$ cat src/rtl/instr_cache_refill_if.sv
// Bundle of miss, memory-port, fill and critical-word signals for instr_cache_refill.
// master = the refill engine, slave = the surrounding cache/memory environment.
interface instr_cache_refill_if #(
    parameter int unsigned ADDRESS_WIDTH   = 32,
    parameter int unsigned N               = 4,
    parameter int unsigned WORDS_PER_BLOCK = 4,
    parameter int unsigned NUM_BLOCKS      = 16,
    parameter int unsigned WORD_SIZE       = 4
) ();
    localparam int unsigned NUM_SETS = NUM_BLOCKS / N;
    localparam int unsigned WW       = WORD_SIZE * 8;
    localparam int unsigned IDX      = $clog2(NUM_SETS);
    localparam int unsigned BOFF     = $clog2(WORDS_PER_BLOCK);
    localparam int unsigned BYOFF    = $clog2(WORD_SIZE);
    localparam int unsigned TAG      = ADDRESS_WIDTH - IDX - BOFF - BYOFF;
    localparam int unsigned WAYB     = (N > 1) ? $clog2(N) : 1;

    logic                          miss_req;
    logic [ADDRESS_WIDTH-1:0]      miss_addr;
    logic [N-1:0]                  set_valid;
    logic                          miss_ready;
    logic                          mem_req_valid;
    logic [ADDRESS_WIDTH-1:0]      mem_req_addr;
    logic                          mem_req_ready;
    logic                          mem_resp_valid;
    logic [WW-1:0]                 mem_resp_data;
    logic                          fill_valid;
    logic [IDX-1:0]                fill_index;
    logic [WAYB-1:0]               fill_way;
    logic [TAG-1:0]                fill_tag;
    logic [WORDS_PER_BLOCK*WW-1:0] fill_data;
    logic                          crit_valid;
    logic [WW-1:0]                 crit_instr;

    modport master (
        input  miss_req, miss_addr, set_valid, mem_req_ready, mem_resp_valid, mem_resp_data,
        output miss_ready, mem_req_valid, mem_req_addr, fill_valid, fill_index, fill_way,
               fill_tag, fill_data, crit_valid, crit_instr
    );

    modport slave (
        output miss_req, miss_addr, set_valid, mem_req_ready, mem_resp_valid, mem_resp_data,
        input  miss_ready, mem_req_valid, mem_req_addr, fill_valid, fill_index, fill_way,
               fill_tag, fill_data, crit_valid, crit_instr
    );
endinterface

$ cat src/rtl/instr_cache_refill.sv
// I-cache miss handler: fetches a block word by word, then issues a one-cycle fill.
// Define CRIT_WORD_FIRST_EN to start at the missed word and forward it early.
module instr_cache_refill #(
    parameter int unsigned ADDRESS_WIDTH   = 32,
    parameter int unsigned N               = 4,
    parameter int unsigned WORDS_PER_BLOCK = 4,
    parameter int unsigned NUM_BLOCKS      = 16,
    parameter int unsigned WORD_SIZE       = 4
) (
    input logic                  clk,
    input logic                  reset,
    instr_cache_refill_if.master bus
);
    localparam int unsigned NUM_SETS = NUM_BLOCKS / N;
    localparam int unsigned WW       = WORD_SIZE * 8;
    localparam int unsigned IDX      = $clog2(NUM_SETS);
    localparam int unsigned BOFF     = $clog2(WORDS_PER_BLOCK);
    localparam int unsigned BYOFF    = $clog2(WORD_SIZE);
    localparam int unsigned TAG      = ADDRESS_WIDTH - IDX - BOFF - BYOFF;
    localparam int unsigned WAYB     = (N > 1) ? $clog2(N) : 1;

    typedef enum logic [1:0] {S_IDLE, S_REQ, S_RESP, S_FILL} state_e;

    state_e          state_q, state_d;
    logic [TAG-1:0]  tag_q;
    logic [IDX-1:0]  idx_q;
    logic [BOFF-1:0] woff_q, k_q, cnt_q;
    logic [WAYB-1:0] way_q;
    logic            use_rr_q;
    logic [WW-1:0]   buf_q [WORDS_PER_BLOCK];

    logic                          accept, resp_fire, last_word, all_valid;
    logic [IDX-1:0]                miss_idx;
    logic [BOFF-1:0]               start_word;
    logic [WAYB-1:0]               rr_cur, victim;
    logic [WORDS_PER_BLOCK*WW-1:0] fill_data_w;
    logic                          unused_byteoff;

    assign accept         = bus.miss_req && (state_q == S_IDLE);
    assign resp_fire      = (state_q == S_RESP) && bus.mem_resp_valid;
    assign last_word      = (cnt_q == BOFF'(WORDS_PER_BLOCK - 1));
    assign miss_idx       = bus.miss_addr[BYOFF+BOFF +: IDX];
    assign all_valid      = &bus.set_valid;
    assign unused_byteoff = ^bus.miss_addr[BYOFF-1:0];

`ifdef CRIT_WORD_FIRST_EN
    assign start_word = bus.miss_addr[BYOFF +: BOFF];
`else
    assign start_word = '0;
`endif

    always_ff @(posedge clk) begin
        if (reset) state_q <= S_IDLE;
        else       state_q <= state_d;
    end

    always_comb begin
        state_d = state_q;
        unique case (state_q)
            S_IDLE: if (accept)            state_d = S_REQ;
            S_REQ:  if (bus.mem_req_ready) state_d = S_RESP;
            S_RESP: if (bus.mem_resp_valid) state_d = last_word ? S_FILL : S_REQ;
            S_FILL:                        state_d = S_IDLE;
            default:                       state_d = S_IDLE;
        endcase
    end

    // Lowest invalid way wins; the round-robin pointer only matters for a full set.
    always_comb begin
        victim = rr_cur;
        for (int unsigned i = N; i > 0; i--) begin
            if (!bus.set_valid[i-1]) victim = WAYB'(i - 1);
        end
    end

    if (N > 1) begin : g_rr
        logic [WAYB-1:0] rr_q [NUM_SETS];

        always_ff @(posedge clk) begin
            if (reset) begin
                for (int unsigned s = 0; s < NUM_SETS; s++) rr_q[s] <= '0;
            end else if (state_q == S_FILL && use_rr_q) begin
                rr_q[idx_q] <= (rr_q[idx_q] == WAYB'(N - 1)) ? '0 : rr_q[idx_q] + 1'b1;
            end
        end

        assign rr_cur = rr_q[miss_idx];
    end else begin : g_no_rr
        assign rr_cur = '0;
    end

    always_ff @(posedge clk) begin
        if (reset) begin
            tag_q    <= '0;
            idx_q    <= '0;
            woff_q   <= '0;
            k_q      <= '0;
            cnt_q    <= '0;
            way_q    <= '0;
            use_rr_q <= 1'b0;
            for (int unsigned w = 0; w < WORDS_PER_BLOCK; w++) buf_q[w] <= '0;
        end else begin
            if (accept) begin
                tag_q    <= bus.miss_addr[ADDRESS_WIDTH-1 -: TAG];
                idx_q    <= miss_idx;
                woff_q   <= bus.miss_addr[BYOFF +: BOFF];
                k_q      <= start_word;
                cnt_q    <= '0;
                way_q    <= victim;
                use_rr_q <= all_valid;
            end
            // k wraps naturally because WORDS_PER_BLOCK is a power of two.
            if (resp_fire) begin
                buf_q[k_q] <= bus.mem_resp_data;
                k_q        <= k_q + 1'b1;
                cnt_q      <= cnt_q + 1'b1;
            end
        end
    end

    always_comb begin
        fill_data_w = '0;
        for (int unsigned w = 0; w < WORDS_PER_BLOCK; w++) fill_data_w[w*WW +: WW] = buf_q[w];
    end

    assign bus.miss_ready    = (state_q == S_IDLE);
    assign bus.mem_req_valid = (state_q == S_REQ);
    assign bus.mem_req_addr  = (state_q == S_REQ) ? {tag_q, idx_q, k_q, {BYOFF{1'b0}}} : '0;
    assign bus.fill_valid    = (state_q == S_FILL);
    assign bus.fill_index    = idx_q;
    assign bus.fill_way      = way_q;
    assign bus.fill_tag      = tag_q;
    assign bus.fill_data     = fill_data_w;

`ifdef CRIT_WORD_FIRST_EN
    logic          crit_valid_q;
    logic [WW-1:0] crit_instr_q;

    always_ff @(posedge clk) begin
        if (reset) begin
            crit_valid_q <= 1'b0;
            crit_instr_q <= '0;
        end else begin
            crit_valid_q <= resp_fire && (cnt_q == '0);
            if (resp_fire && cnt_q == '0) crit_instr_q <= bus.mem_resp_data;
        end
    end

    assign bus.crit_valid = crit_valid_q;
    assign bus.crit_instr = crit_instr_q;
`else
    assign bus.crit_valid = (state_q == S_FILL);
    assign bus.crit_instr = (state_q == S_FILL) ? buf_q[woff_q] : '0;
`endif
endmodule

$ cat src/flat_wrapper.sv
// flat-port wrapper written by rule: the top's interface ports become plain ports
module instr_cache_refill_flat 
#(
    parameter int unsigned ADDRESS_WIDTH   = 32,
    parameter int unsigned N               = 4,
    parameter int unsigned WORDS_PER_BLOCK = 4,
    parameter int unsigned NUM_BLOCKS      = 16,
    parameter int unsigned WORD_SIZE       = 4
)
  (clk, reset, bus_miss_req, bus_miss_addr, bus_set_valid, bus_mem_req_ready, bus_mem_resp_valid, bus_mem_resp_data, bus_miss_ready, bus_mem_req_valid, bus_mem_req_addr, bus_fill_valid, bus_fill_index, bus_fill_way, bus_fill_tag, bus_fill_data, bus_crit_valid, bus_crit_instr);
  instr_cache_refill_if #(.ADDRESS_WIDTH(ADDRESS_WIDTH), .N(N), .WORDS_PER_BLOCK(WORDS_PER_BLOCK), .NUM_BLOCKS(NUM_BLOCKS), .WORD_SIZE(WORD_SIZE)) bus_i ();
  input logic clk;
  input logic reset;
  input wire logic [$bits(bus_i.miss_req)-1:0] bus_miss_req;
  input wire logic [$bits(bus_i.miss_addr)-1:0] bus_miss_addr;
  input wire logic [$bits(bus_i.set_valid)-1:0] bus_set_valid;
  input wire logic [$bits(bus_i.mem_req_ready)-1:0] bus_mem_req_ready;
  input wire logic [$bits(bus_i.mem_resp_valid)-1:0] bus_mem_resp_valid;
  input wire logic [$bits(bus_i.mem_resp_data)-1:0] bus_mem_resp_data;
  output wire logic [$bits(bus_i.miss_ready)-1:0] bus_miss_ready;
  output wire logic [$bits(bus_i.mem_req_valid)-1:0] bus_mem_req_valid;
  output wire logic [$bits(bus_i.mem_req_addr)-1:0] bus_mem_req_addr;
  output wire logic [$bits(bus_i.fill_valid)-1:0] bus_fill_valid;
  output wire logic [$bits(bus_i.fill_index)-1:0] bus_fill_index;
  output wire logic [$bits(bus_i.fill_way)-1:0] bus_fill_way;
  output wire logic [$bits(bus_i.fill_tag)-1:0] bus_fill_tag;
  output wire logic [$bits(bus_i.fill_data)-1:0] bus_fill_data;
  output wire logic [$bits(bus_i.crit_valid)-1:0] bus_crit_valid;
  output wire logic [$bits(bus_i.crit_instr)-1:0] bus_crit_instr;
  assign bus_i.miss_req = bus_miss_req;
  assign bus_i.miss_addr = bus_miss_addr;
  assign bus_i.set_valid = bus_set_valid;
  assign bus_i.mem_req_ready = bus_mem_req_ready;
  assign bus_i.mem_resp_valid = bus_mem_resp_valid;
  assign bus_i.mem_resp_data = bus_mem_resp_data;
  assign bus_miss_ready = bus_i.miss_ready;
  assign bus_mem_req_valid = bus_i.mem_req_valid;
  assign bus_mem_req_addr = bus_i.mem_req_addr;
  assign bus_fill_valid = bus_i.fill_valid;
  assign bus_fill_index = bus_i.fill_index;
  assign bus_fill_way = bus_i.fill_way;
  assign bus_fill_tag = bus_i.fill_tag;
  assign bus_fill_data = bus_i.fill_data;
  assign bus_crit_valid = bus_i.crit_valid;
  assign bus_crit_instr = bus_i.crit_instr;
  instr_cache_refill #(.ADDRESS_WIDTH(ADDRESS_WIDTH), .N(N), .WORDS_PER_BLOCK(WORDS_PER_BLOCK), .NUM_BLOCKS(NUM_BLOCKS), .WORD_SIZE(WORD_SIZE)) u_core (.clk(clk), .reset(reset), .bus(bus_i));
endmodule
$ cat config.mk
export PLATFORM = sky130hd
export DESIGN_NAME = instr_cache_refill_flat
export DESIGN_NICKNAME = d
export VERILOG_FILES = /design/src/rtl/instr_cache_refill_if.sv /design/src/rtl/instr_cache_refill.sv /design/src/flat_wrapper.sv
export SDC_FILE = /design/constraint.sdc
export NUM_CORES = 1
export LEC_CHECK = 0
export CELL_PAD_IN_SITES_DETAIL_PLACEMENT = 1
export CELL_PAD_IN_SITES_GLOBAL_PLACEMENT = 1
export CORE_MARGIN = 5
export CORE_UTILIZATION = 35
export DETAILED_ROUTE_END_ITERATION = 10
export GPL_TIMING_DRIVEN = 0
export MAX_ROUTING_LAYER = met4
export PLACE_DENSITY = 0.89
export SYNTH_ARGS = -nofsm -noshare
export SYNTH_HDL_FRONTEND = slang
export SYNTH_SLANG_ARGS = --single-unit
$ cat constraint.sdc
create_clock -name clk -period 4.8 [get_ports clk]
set_input_delay 0.96 -clock clk [delete_from_list [all_inputs] [get_ports clk]]
set_output_delay 0.96 -clock clk [all_outputs]
set_load 0.05 [all_outputs]
### Word level (Yosys, flattened, before mapping)

Memories as Yosys holds them, arrays and structs flattened. A register that Yosys moved wholly into a read port is not among the register bits.
Index checks and enable logic that the tools add are counted.

* memories kept: 2
* RAM bits: 136
* word-level logic and storage cells: 63
* register bits: 39

Memory list
* u_core.buf_q: words 4, bits a word 32, read ports 5, clocked after Yosys merged registers in 1, write ports 4, RTL line instr_cache_refill.sv:30 `logic [WW-1:0] buf_q [WORDS_PER_BLOCK];`
* u_core.g_rr.rr_q: words 4, bits a word 2, read ports 2, clocked after Yosys merged registers in 1, write ports 4, RTL line instr_cache_refill.sv:77 `logic [WAYB-1:0] rr_q [NUM_SETS];`

* mux-type cells: 33
* equal/unequal tests: 8
* reductions and logical operators: 9
* $add $sub $neg: 3

Operators with widths (count)
* 32-bit 2-to-1 mux: 3
* 2-bit 2-to-1 mux: 19
* 32-bit OR reduction: 1
* 1-bit 2-to-1 mux: 10
* 2-bit == test (second input constant): 4
* 2-bit one-hot mux with 4 select lines: 1
* 2-bit by 1-bit adder with 2-bit output (second input constant): 3
* 2-bit != test (second input constant): 2
* 4-bit AND reduction: 1
* 1-bit logical AND: 3
* 3-bit AND reduction: 1
* 2-bit by 1-bit == test with 1-bit output (second input constant): 1
* 2-bit zero test: 1
* 2-bit by 1-bit != test with 1-bit output (second input constant): 1
* 2-bit nonzero test: 1
* 2-bit OR reduction: 1

### Longest topological paths before layout

* depth after elaboration: 7
* mapped depth: 6
* mapped depth without buffers: 4

### Least setup slack after synthesis

OpenSTA, ideal clock, no wires.

* path type: input to register
* from: in bus_mem_resp_valid
* to: mem u_core.buf_q[2][0] in the netlist's numbering, enable pin
* data required time: 4.334 ns
* setup time: 0.466 ns
* cell stages on the path: 3
* setup slack: 0.770 ns
* arrival: 3.564 ns
* path through: and3b_1 nand2b_1 o21ai_0

RTL lines
* start: declaration: RTL line flat_wrapper.sv:18 `input wire logic [$bits(bus_i.mem_resp_valid)-1:0] bus_mem_resp_valid;`
* end: declaration: RTL line instr_cache_refill.sv:30

### Final worst setup path

* from: reg u_core.state_q[1]
* to: out bus_crit_instr[17]

* longest elaborated chain between the ends: 2

Ends and longest elaborated chain
* start: declaration: RTL line instr_cache_refill.sv:24 `state_e state_q, state_d;`
* start signal: assignment: RTL line instr_cache_refill.sv:54 `else state_q <= state_d;`
* 2-bit == test: RTL line instr_cache_refill.sv:153 `assign bus.crit_instr = (state_q == S_FILL) ? buf_q[woff_q] : '0;`
* 32-bit 2-to-1 mux: RTL line instr_cache_refill.sv:153
* end: declaration: RTL line flat_wrapper.sv:29 `output wire logic [$bits(bus_i.crit_instr)-1:0] bus_crit_instr;`

Every way passes these cells.

==> results.sh <==
export IMPL_cp_start_kind="register"
export IMPL_grt_overflow_total=0
export IMPL_holdPathStages=2
export IMPL_power_total_uw=3850
export IMPL_drt_wl_total_microns=28300
export IMPL_worst_r2r_path_depth=4
export IMPL_antenna_found_initial=1
export IMPL_period_minus_slack_ps=4060
export IMPL_finalSetupTns_ps=0
export IMPL_fillCellCount=2348
export IMPL_synthArstFlopShare_pct=0
export IMPL_hold_viol=0
export IMPL_outcome="finished, final reports clean"
export IMPL_die_w_microns=162
export IMPL_postCtsHoldBufs=0
export IMPL_clk_latency_ps=430
export IMPL_netlist_area_leader_share_pct=50.3
export IMPL_crit_type="register to output port"
export IMPL_io_pins=299
export IMPL_yosysSeqAreaShare_pct=60.9
export IMPL_critical_path_cell_chain="and2_0 -> clkbuf_1 -> and2_1 -> clkdlybuf4s50_1"
export IMPL_power_density_nw_per_um2=317
export IMPL_core_area_sq_um=22800
export IMPL_arrival_ps=3100
export IMPL_grt_max_degree=33
export IMPL_final_setup_viol_count=0
export IMPL_ys_flop_type="edfxtp_1"
export IMPL_maxCapViolations=0
export IMPL_die_h_microns=162
export IMPL_htree_levels=4
export IMPL_ant_nets=0
export IMPL_drcViolationCount=0
export IMPL_gp_congestion=0.822
export IMPL_holdWs_ps=468
export IMPL_ys_ff_latch=179
export IMPL_cp_required_ps=3840
export IMPL_post_cts_resized=0
export IMPL_port_buffers=293
export IMPL_endpoint_kind="output port"
export IMPL_fmax_ghz=0.246
export IMPL_rsz0062_at_grt="no"
export IMPL_report_final_slew_viol_count=0
export IMPL_dr_pass1_iters=5
export IMPL_cts_setup_buffers=0
export IMPL_r2r_setup_slack_ps=2370
export IMPL_hold_start="u_core.woff_q[1]$_SDFFE_PP0P_"
export IMPL_via_per_inst=4.96
export IMPL_cts_buffer_depth=2
export IMPL_post_drt_wl_per_cell_microns=22.4
export IMPL_drtIter0Drc=274
export IMPL_vias=6247
export IMPL_netlist_instances=616
export IMPL_critical_path_peak_fanout=10
export IMPL_slowest_delay_ps=870
export IMPL_syn_area_per_cell_sq_um=13.2
export IMPL_fin_crit_sh_pct=84.5
export IMPL_finClkSkew_ps=11.5
export IMPL_dp_hpwl_microns=21400
export IMPL_hold_path_class="register to register"
export IMPL_cp_num_buf_inv=2
export IMPL_cts_tree="done"
export IMPL_synth_cell_types=44
export IMPL_synth_area_leaders="edfxtp_1 50%, and2_1 12%, dfxtp_1 11%"
export IMPL_holdPathEnd="u_core.woff_q[1]$_SDFFE_PP0P_"
export IMPL_grt_usage_pct=22.1
export IMPL_power_leakage_uw=0.00449
export IMPL_timing_final_ws_setup_ps=742
export IMPL_drive_gt1_share_pct=11.5
export IMPL_max_slew_margin_pct=37.2
export IMPL_place_ws_ps=1120
export IMPL_syn_cell_area_sq_um=8120
export IMPL_synth_edf_count=136
export IMPL_ys_warn_count=0
export IMPL_synth_area_leader_cell="edfxtp_1"
export IMPL_cts_buffers=17
export IMPL_grt_pass1_wl_microns=42600
export IMPL_clock_sinks=179
export IMPL_clock_tree_root_cell="clkbuf_16"
export IMPL_r2r_end="u_core.buf_q[0][3]$_SDFFCE_PN0P_"
export IMPL_initial_core_util_pct=35.6
export IMPL_worstReg2RegStart="u_core.state_q[0]$_SDFFE_PP0P_"
export IMPL_clkTransAtPathRegs_ps=70
export IMPL_ir_drop_mv=0.223
export IMPL_cp_slowest_cell="clkdlybuf4s50_1"
export IMPL_critPathTopFamily="buffers and inverters"
export IMPL_syn_to_final_growth_pct=49.4
export IMPL_worst_slew_pin_slew_ps=942
export IMPL_row_count=55
export IMPL_die_area_sq_um=26300
export IMPL_grt_pass1_vias=7022
export IMPL_final_nets=1007
## metal layers
metal  vias to the layer above  track usage [%]  share of wire (%)
li1                       2828                -                  -
met1                      3133             24.6                 39
met2                       244             38.5                 52
met3                        42             5.86                6.2
met4                         0             7.38                2.5
met5                         -                -                  0
## tightest hold or removal path, stage by stage, from the launching register on
cell and delay [ps]:
dfxtp_1 300, nand2_1 50, a21oi_1 70
## flip-flops by register name (all words and copies together), names as in the netlist, named ones only
name,count
u_core.buf_q,128
u_core.bus.fill_tag,26
u_core.g_rr.rr_q,8
u_core.bus.fill_index,2
u_core.bus.fill_way,2
u_core.cnt_q,2
u_core.k_q,2
u_core.state_q,2
u_core.woff_q,2
u_core.use_rr_q,1
## cells by family (layout without fill, tap and decap cells)
kind of cell             after synthesis  in the layout  share of synthesized area (%)
multiplexers                          37             37                           9.98
adder cells (fa/ha/maj)                2              2                          0.308
buffers and inverters                 50            378                           3.93
other                                  1              4                         0.0462
flip-flops                           179            179                           60.9
AO/OA/AOI/OAI                         48             48                           3.17
AND/OR/NAND/NOR                      299            299                           21.7
## area by class of cell
class,instances,area (sq um),area share [%]
Antenna cell,2,5.00,0.0413
Inverter,5,18.8,0.155
Tap cell,313,392,3.23
Buffer,45,300,2.48
Clock buffer,18,429,3.54
Clock inverter,14,151,1.25
Sequential cell,179,4940,40.8
Timing Repair Buffer,296,2990,24.7
Multi-Input combinational cell,388,2890,23.9
## report_power, final
group	internal, uW	switching, uW
registers	1730	46.3
clock network	774	616
logic	251	434
## worst max path at each step
| stage | depth (start not counted) | slack, ps | to | from |
|---|---|---|---|---|
| after global placement | 4 | -2120 | u_core.buf_q[1][5]$_SDFFCE_PN0P_ | bus_mem_resp_valid |
| final | 4 | 740 | bus_crit_instr[17] | u_core.state_q[1]$_SDFFE_PP0P_ |
| after CTS | 4 | 580 | bus_crit_instr[17] | u_core.state_q[1]$_SDFFE_PP0P_ |
| after global routing | 4 | 480 | bus_crit_instr[17] | u_core.state_q[1]$_SDFFE_PP0P_ |
| after detailed placement | 4 | 1120 | bus_crit_instr[17] | u_core.state_q[1]$_SDFFE_PP0P_ |
| after floorplan | 3 | 770 | u_core.buf_q[2][0]$_SDFFCE_PN0P_ | bus_mem_resp_valid |
## placed cells by master (no fill, tap or decap), drive strengths merged, types with 3 or more instances in the layout
cell / synthesis / final
a21oi: 37 / 37
and2: 160 / 160
and3: 32 / 32
buf: 28 / 31
clkbuf: 17 / 35
clkdlybuf4s50: 0 / 293
clkinv: 0 / 3
clkinvlp: 0 / 4
dfxtp: 43 / 43
edfxtp: 136 / 136
inv: 5 / 10
mux4: 35 / 35
nand2: 71 / 71
nand2b: 6 / 6
nand3: 3 / 3
nor2: 6 / 6
nor3: 3 / 3
o21ai: 5 / 5
## synth_stat cells, types with 2 or more instances
cell type and n:
edfxtp_1 136, o21ai_0 5, buf_6 15, mux4_2 35, ha_1 2, inv_1 5
and2_1 159, nor2_1 6, nor3_1 2, and3_1 32, dfxtp_1 43, nand2b_1 6
mux2_2 2, clkbuf_1 17, nand3b_1 2, nand3_1 3, buf_2 6, buf_4 3
nor3b_4 2, nand2_1 71, a21oi_1 37, nand4_1 2, buf_1 4
## stage by stage
stage	instances	utilization [%]	cell area [sq um]
2_1_floorplan	617	-	8120
3_3_place_gp	1223	50.3	11400
3_5_place_dp	1226	50.7	11500
4_1_cts	1258	53.2	12100
5_1_grt	1259	53.2	12100
6_report	1260	53.2	12100
No activity file was read; power rests on OpenSTA's default activity.
